--- src/rtl/ctrl_ajuste_campos.sv ---
// Field-selection controller for the clock/calendar adjust panel: debounces five buttons
// and walks the editable fields while in program mode.
module ctrl_ajuste_campos #(
  parameter int DEBOUNCE_CYCLES = 1000000,
  parameter int N_FIELDS        = 6
) (
  input  logic       clk,
  input  logic       reset,
  input  logic       btn_prog,
  input  logic       btn_left,
  input  logic       btn_right,
  input  logic       btn_up,
  input  logic       btn_down,
  output logic [3:0] en_count,
  output logic       enUP,
  output logic       enDOWN,
  output logic       prog_mode
);

  localparam int             CW      = $clog2(DEBOUNCE_CYCLES) + 1;
  localparam logic [CW-1:0]  CNT_MAX = CW'(DEBOUNCE_CYCLES - 1);
  localparam logic [3:0]     FLD_MAX = 4'(N_FIELDS);

  // Bit order: 0 prog, 1 left, 2 right, 3 up, 4 down
  logic [4:0]    btn_raw;
  logic [4:0]    sync1, sync2;
  logic [4:0]    db, db_q;
  logic [4:0]    pulse;
  logic [CW-1:0] cnt [5];

  assign btn_raw = {btn_down, btn_up, btn_right, btn_left, btn_prog};

  always_ff @(posedge clk or posedge reset) begin
    if (reset) begin
      sync1 <= '0;
      sync2 <= '0;
    end else begin
      sync1 <= btn_raw;
      sync2 <= sync1;
    end
  end

  // A level is accepted only after DEBOUNCE_CYCLES consecutive clocks of disagreement
  always_ff @(posedge clk or posedge reset) begin
    if (reset) begin
      db <= '0;
      for (int i = 0; i < 5; i++) cnt[i] <= '0;
    end else begin
      for (int i = 0; i < 5; i++) begin
        if (sync2[i] == db[i]) begin
          cnt[i] <= '0;
        end else if (cnt[i] == CNT_MAX) begin
          db[i]  <= sync2[i];
          cnt[i] <= '0;
        end else begin
          cnt[i] <= cnt[i] + 1'b1;
        end
      end
    end
  end

  always_ff @(posedge clk or posedge reset) begin
    if (reset) db_q <= '0;
    else       db_q <= db;
  end

  assign pulse = db & ~db_q;

  typedef enum logic {IDLE, PROG} state_t;

  state_t     state, state_nx;
  logic [3:0] field, field_nx;
  logic       up_nx, dn_nx;

  always_comb begin
    state_nx = state;
    field_nx = field;
    case (state)
      IDLE: begin
        if (pulse[0]) begin
          state_nx = PROG;
          field_nx = 4'd1;
        end
      end
      PROG: begin
        if (pulse[0]) begin
          state_nx = IDLE;
          field_nx = 4'd0;
        end else if (pulse[1] && !pulse[2]) begin
          field_nx = (field <= 4'd1) ? FLD_MAX : field - 4'd1;
        end else if (pulse[2] && !pulse[1]) begin
          field_nx = (field >= FLD_MAX) ? 4'd1 : field + 4'd1;
        end
      end
      default: begin
        state_nx = IDLE;
        field_nx = 4'd0;
      end
    endcase
    // Qualified by the next state so the enables drop together with en_count on exit
    up_nx = (state_nx == PROG) && db[3] && !db[4];
    dn_nx = (state_nx == PROG) && db[4] && !db[3];
  end

  always_ff @(posedge clk or posedge reset) begin
    if (reset) begin
      state  <= IDLE;
      field  <= 4'd0;
      enUP   <= 1'b0;
      enDOWN <= 1'b0;
    end else begin
      state  <= state_nx;
      field  <= field_nx;
      enUP   <= up_nx;
      enDOWN <= dn_nx;
    end
  end

  assign en_count  = field;
  assign prog_mode = (state == PROG);

endmodule

--- config.mk ---
export PLATFORM = sky130hd
export DESIGN_NAME = ctrl_ajuste_campos
export DESIGN_NICKNAME = d
export VERILOG_FILES = /design/src/rtl/ctrl_ajuste_campos.sv
export SDC_FILE = /design/constraint.sdc
export NUM_CORES = 1
export LEC_CHECK = 0
export BUFFER_PORTS_ARGS = -buffer_cell sky130_fd_sc_hd__buf_2
export CAP_MARGIN = 40
export CORE_UTILIZATION = 38
export CTS_CLUSTER_SIZE = 40
export DETAILED_ROUTE_END_ITERATION = 6
export PLACE_DENSITY = 0.67
export SETUP_SLACK_MARGIN = 0.05
export SYNTH_ARGS = -nofsm -noshare
export SYNTH_HDL_FRONTEND = slang
export SYNTH_SLANG_ARGS = --single-unit
export TNS_END_PERCENT = 30
--- constraint.sdc ---
create_clock -name clk -period 4 [get_ports clk]
set_input_delay 0.4 -clock clk [delete_from_list [all_inputs] [get_ports clk]]
set_output_delay 0.4 -clock clk [all_outputs]
set_load 0.005 [all_outputs]
======== After elaboration in Yosys (flattened, before gate mapping) ========
Index checks and enable logic that the tools add are counted.
operators by class
  add/sub/neg operators ................... 7
  magnitude comparators ................... 2
  equality and inequality tests ........... 12
  muxes and demuxes ....................... 20
  bitwise gates (word level) .............. 8
  reduce and logical (&&, ||, !) cells .... 16
operators with widths
  kind                                                                number
  two-way mux 21 bit                                                  10
  adder 21 x 1 -> 21 bit (second input constant)                      5
  == test 21 x 20 -> 1 bit (second input constant)                    5
  two-way mux 4 bit                                                   6
  AND reduction 2 bit                                                 6
  one-hot mux 4 bit (2 select lines)                                  1
  logical AND 1 bit                                                   6
  NOT 1 bit                                                           6
  == test 1 bit                                                       5
  adder 4 x 1 -> 4 bit (second input constant)                        1
  greater-or-equal comparator 4 x 3 -> 1 bit (second input constant)  1
  <= comparator 4 x 1 -> 1 bit (second input constant)                1
  logical NOT 1 bit                                                   4
  inequality test 4 x 2 -> 1 bit (second input constant)              1
  subtractor 4 x 1 -> 4 bit (second input constant)                   1
  AND 3 bit                                                           1
  NOT 3 bit                                                           1
  two-way mux 1 bit                                                   2
  inequality test 2 bit (second input constant)                       1
  one-hot mux 1 bit (2 select lines)                                  1
storage, ports and cells
  register bits after elaboration ......... 130
  output and inout bits ................... 7

======== Longest topological paths before layout ========
  word-level depth ........................ 8
  gate-level depth with buffers ........... 7

======== Worst setup path after synthesis ========
OpenSTA, ideal clock, no wires.
  path kind ............................... register to register
  start ................................... register cnt[73] (netlist name)
  end ..................................... register db[1]
  library setup time ...................... 0.125 ns
  data arrival time ....................... 1.941 ns
  slack ................................... 1.935 ns
  cell stages (with the launch flop) ...... 6
  buffers on the path ..................... 1
  cells stage by stage .................... dfrtp_1 clkbuf_1 or4b_1 or4_1 nor2_1 mux2_2
on the way
  word-level cells in the longest chain between the ends .. 2
RTL lines
  element                               line  source
  start: declaration                    29    logic [CW-1:0] cnt [5];
  start signal: indexed assignment      56    cnt[i] <= cnt[i] + 1'b1;
  == test 21 x 20 -> 1 bit              52    end else if (cnt[i] == CNT_MAX) begin
  AND reduction 2 bit (no source line)  --
  end signal: indexed assignment        53    db[i] <= sync2[i];
  end: declaration                      27    logic [4:0] db, db_q;
No other way between the ends.
A chain may end at the register's enable or synchronous reset.

======== Worst setup path in the final report ========
  start ................................... register cnt[76] (netlist name)
  end ..................................... register cnt[66] (netlist name)
on the way
  word-level cells in the longest chain between the ends .. 3
RTL lines
  element                   line  source
  == test 21 x 20 -> 1 bit  52
  two-way mux 21 bit        52
  two-way mux 21 bit        50    if (sync2[i] == db[i]) begin
No other way between the ends.

==> qor.yml <==
run_status:
  outcome: "complete, no violations"
run:
  drv_cap: 0
synth:
  synth-edff-count: 0
  async_flop_share_pct: 100
  syn-instance-count: 632
  syn_avg_cell_area_um2: 9.94
  netlist_top_cells_count: "dfrtp_1 (130), nor2_1 (85), xor2_1 (40), nand2_1 (38), nand4_1 (35)"
  yosysUniqueCellTypes: 50
  yosys_register_bits: 130
  yosys_warnings: 0
  netlist_area_um2: 6280
  netlist_top_cells_area: "dfrtp_1 (52%), xor2_1 (5.6%), nor2_1 (5.1%)"
  yosys.area.top_type_share_pct: 51.8
  synth.most_common_cell: "dfrtp_1"
  synth_fp_nets: 651
  synth_seq_area_share_pct: 51.8
  synthFlopType: "dfrtp_1"
  synth_largest_area_cell: "dfrtp_1"
sta:
  finalCritPeriodShare_pct: 63.4
  finalSetupTns_ps: 0
  final_hold_viol_count: 0
  setup_viol: 0
  rsz0062_at_grt: "false"
  max_freq_ghz: 0.394
  relSlewSlack_pct: 37.8
  period_needed_ps: 2540
  worst_slew_pin_slew_ps: 923
  worst_slack_ps: 1460
  skew_ps: 9.78
  drv_slew: 0
critical_path:
  cp.required_ps: 4270
  crit_arrival_ps: 2810
  reg2reg_to: "cnt[66]"
  crit_path_max_fanout: 21
  cp-end-kind: "register"
  reg2reg_from: "cnt[76]"
  startpoint_type: "register"
  rr_worst_depth: 4
  path_class: "reg2reg"
  ff2ff_setup_slack_ps: 1460
  critPathLaunch: "cnt[76]"
global_route:
  gr-usage-met2_pct: 26.5
  grt_pass1_vias: 4780
  grt_pass1_wl_um: 21500
  antenna_found_initial: 0
  gr-usage-met3_pct: 4.11
  top_usage_layer: "met2"
  grt_max_degree: 47
  grt.met1_usage_pct: 19.6
  grt.overflow.total: 0
  grtUsageTotal_pct: 16.1
layout:
  syn2layout_area_growth_pct: 16.3
  nets: 671
  finalNonFillerCells: 881
  multi_input_area_um2: 2890
  seqCellArea_um2: 3250
  final_core_util_pct: 45.7
  drive_gt1_share_pct: 10.1
  n_antenna_cell: 0
  num-fill-cells: 1532
power:
  power_frac_seq_pct: 42.0
  p_sw_share_pct: 20.2
  ir_drop_v: 0.000286
  p_leak_nw: 3.03
  power.density_nw_per_um2: 439
  internal-power_mw: 2.56
  power_mw: 3.21
  p_clk_share_pct: 55.4
  combPwrFrac_pct: 2.6
  p_sw_mw: 0.649
floorplanning:
  fp.dieArea_um2: 17100
  io-pin-count: 14
  die_h_um: 131
  num_rows: 46
  start_util_pct: 39.3
  core_area_um2: 16000
  die_w_um: 131
cts:
  path_clk_slew_ps: 60
  numCtsBuffers: 17
  clockBufferDepth: 2
  root_buffer: "clkbuf_16"
  clock_latency_ps: 430
  htreeDepth: 4
  cts_tree: "built"
  clock-sinks: 130
hold_path:
  hold_path_startpoint: "btn_up"
  min_path_type: "in2reg"
  holdPathStages: 1
  holdPathEnd: "sync1[3]"
drt:
  drc: 0
  post_drt_wl_per_cell_um: 13.6
  ant_nets: 0
  via_per_inst: 5.32
  drt_iter0_drc: 291
  drt_pass1_iterations: 5
  vias: 4684
  wl_um: 12000
place:
  dpl_worst_slack_ps: 1440
  placedCellCount: 848
  place_hpwl_um: 8240
  io_buffers: 13
  gp_congestion: 0.791
==> cells in the final DEF, fill, tap and decap left out, types with 4 or more instances in the layout <==
cell,count
or4_1,12
nor2_1,85
buf_4,6
xnor2_1,28
and4_1,12
mux2_2,5
dfrtp_1,130
bufinv_16,6
nand2_1,38
nor4_1,12
or3_1,25
a21oi_1,32
nand3_1,33
o21ai_0,26
clkinvlp_4,5
xor2_1,40
and3_1,9
nand4_1,35
and2_1,4
buf_2,13
o31ai_1,7
ha_1,12
inv_1,16
clkbuf_16,17
nor3_1,12
==> how the worst max path moves through the flow <==
stage | endpoint | slack, ps | cells past startpoint
2_1_floorplan | cnt[0] | 130 | 1
3_3_place_gp | cnt[69] | 1520 | 4
3_5_place_dp | cnt[81] | 1440 | 4
4_1_cts | cnt[66] | 1450 | 4
5_1_grt | cnt[53] | 1280 | 6
6_report | cnt[66] | 1460 | 4
==> repair_timing <==
item                      CTS  global route
hold endpoints to repair   25             0
buffers inserted            0             0
hold buffers                1             0
resized for setup           0             0
==> worst max-delay path, cell delays in order, from the launching register on <==
cell,delay [ps]
dfrtp_1,450
or4b_1,530
or4_1,560
o21ai_2,710
nor2_1,130
==> state kept, by name (all words and copies together) (netlist names) <==
signal / flops
cnt: 105
db: 5
en_count: 4
sync1: 5
enDOWN: 1
db_q: 3
enUP: 1
prog_mode: 1
sync2: 5
==> cells by family after synthesis <==
logic type | count (synthesis) | synth area share (%)
and+or+nand+nor | 297 | 25.4
DFF | 130 | 51.8
AOI/OAI and AO/OA | 82 | 7.53
xor gates and xnor gates | 68 | 9.48
buffers and inverters | 37 | 2.41
adders and majority gates | 12 | 2.39
muxes | 6 | 1.06
==> metal layers <==
layer | share of wire (%) | routed length (µm) | vias up
met5 | 0 | 0 | -
met4 | 2.3 | 276 | 0
met3 | 3.7 | 439 | 19
met2 | 48 | 5700 | 74
met1 | 46 | 5570 | 2287
li1 | - | - | 2304
==> power groups by stage <==
stage	clock (mW)	combinational, mW	sequential [mW]
3_5_place_dp	0	0.0865	1.37
5_1_grt	1.86	0.0986	1.35
6_report	1.78	0.0844	1.35
2_1_floorplan	0	0.0597	1.37
3_3_place_gp	0	0.0798	1.37
4_1_cts	1.81	0.0878	1.35
==> metrics by stage <==
| step | area [µm²] | hold slack, ps |
|---|---|---|
| after global routing | 7310 | 64.0 |
| after floorplan | 6280 | 331 |
| final | 7310 | 75.8 |
| after global placement | 6590 | 335 |
| after CTS | 7310 | 62.6 |
| after detailed placement | 6610 | 335 |
==> area by class of cell <==
class | instances | share of cell area (%)
clock buffers | 20 | 6.25
clock inverters | 12 | 3.10
inverters | 17 | 0.908
multi-input cells | 465 | 39.5
flip-flops and latches | 130 | 44.5
well taps | 216 | 3.70
repair buffers | 21 | 2.02
Power figures use the tool's default switching activity.
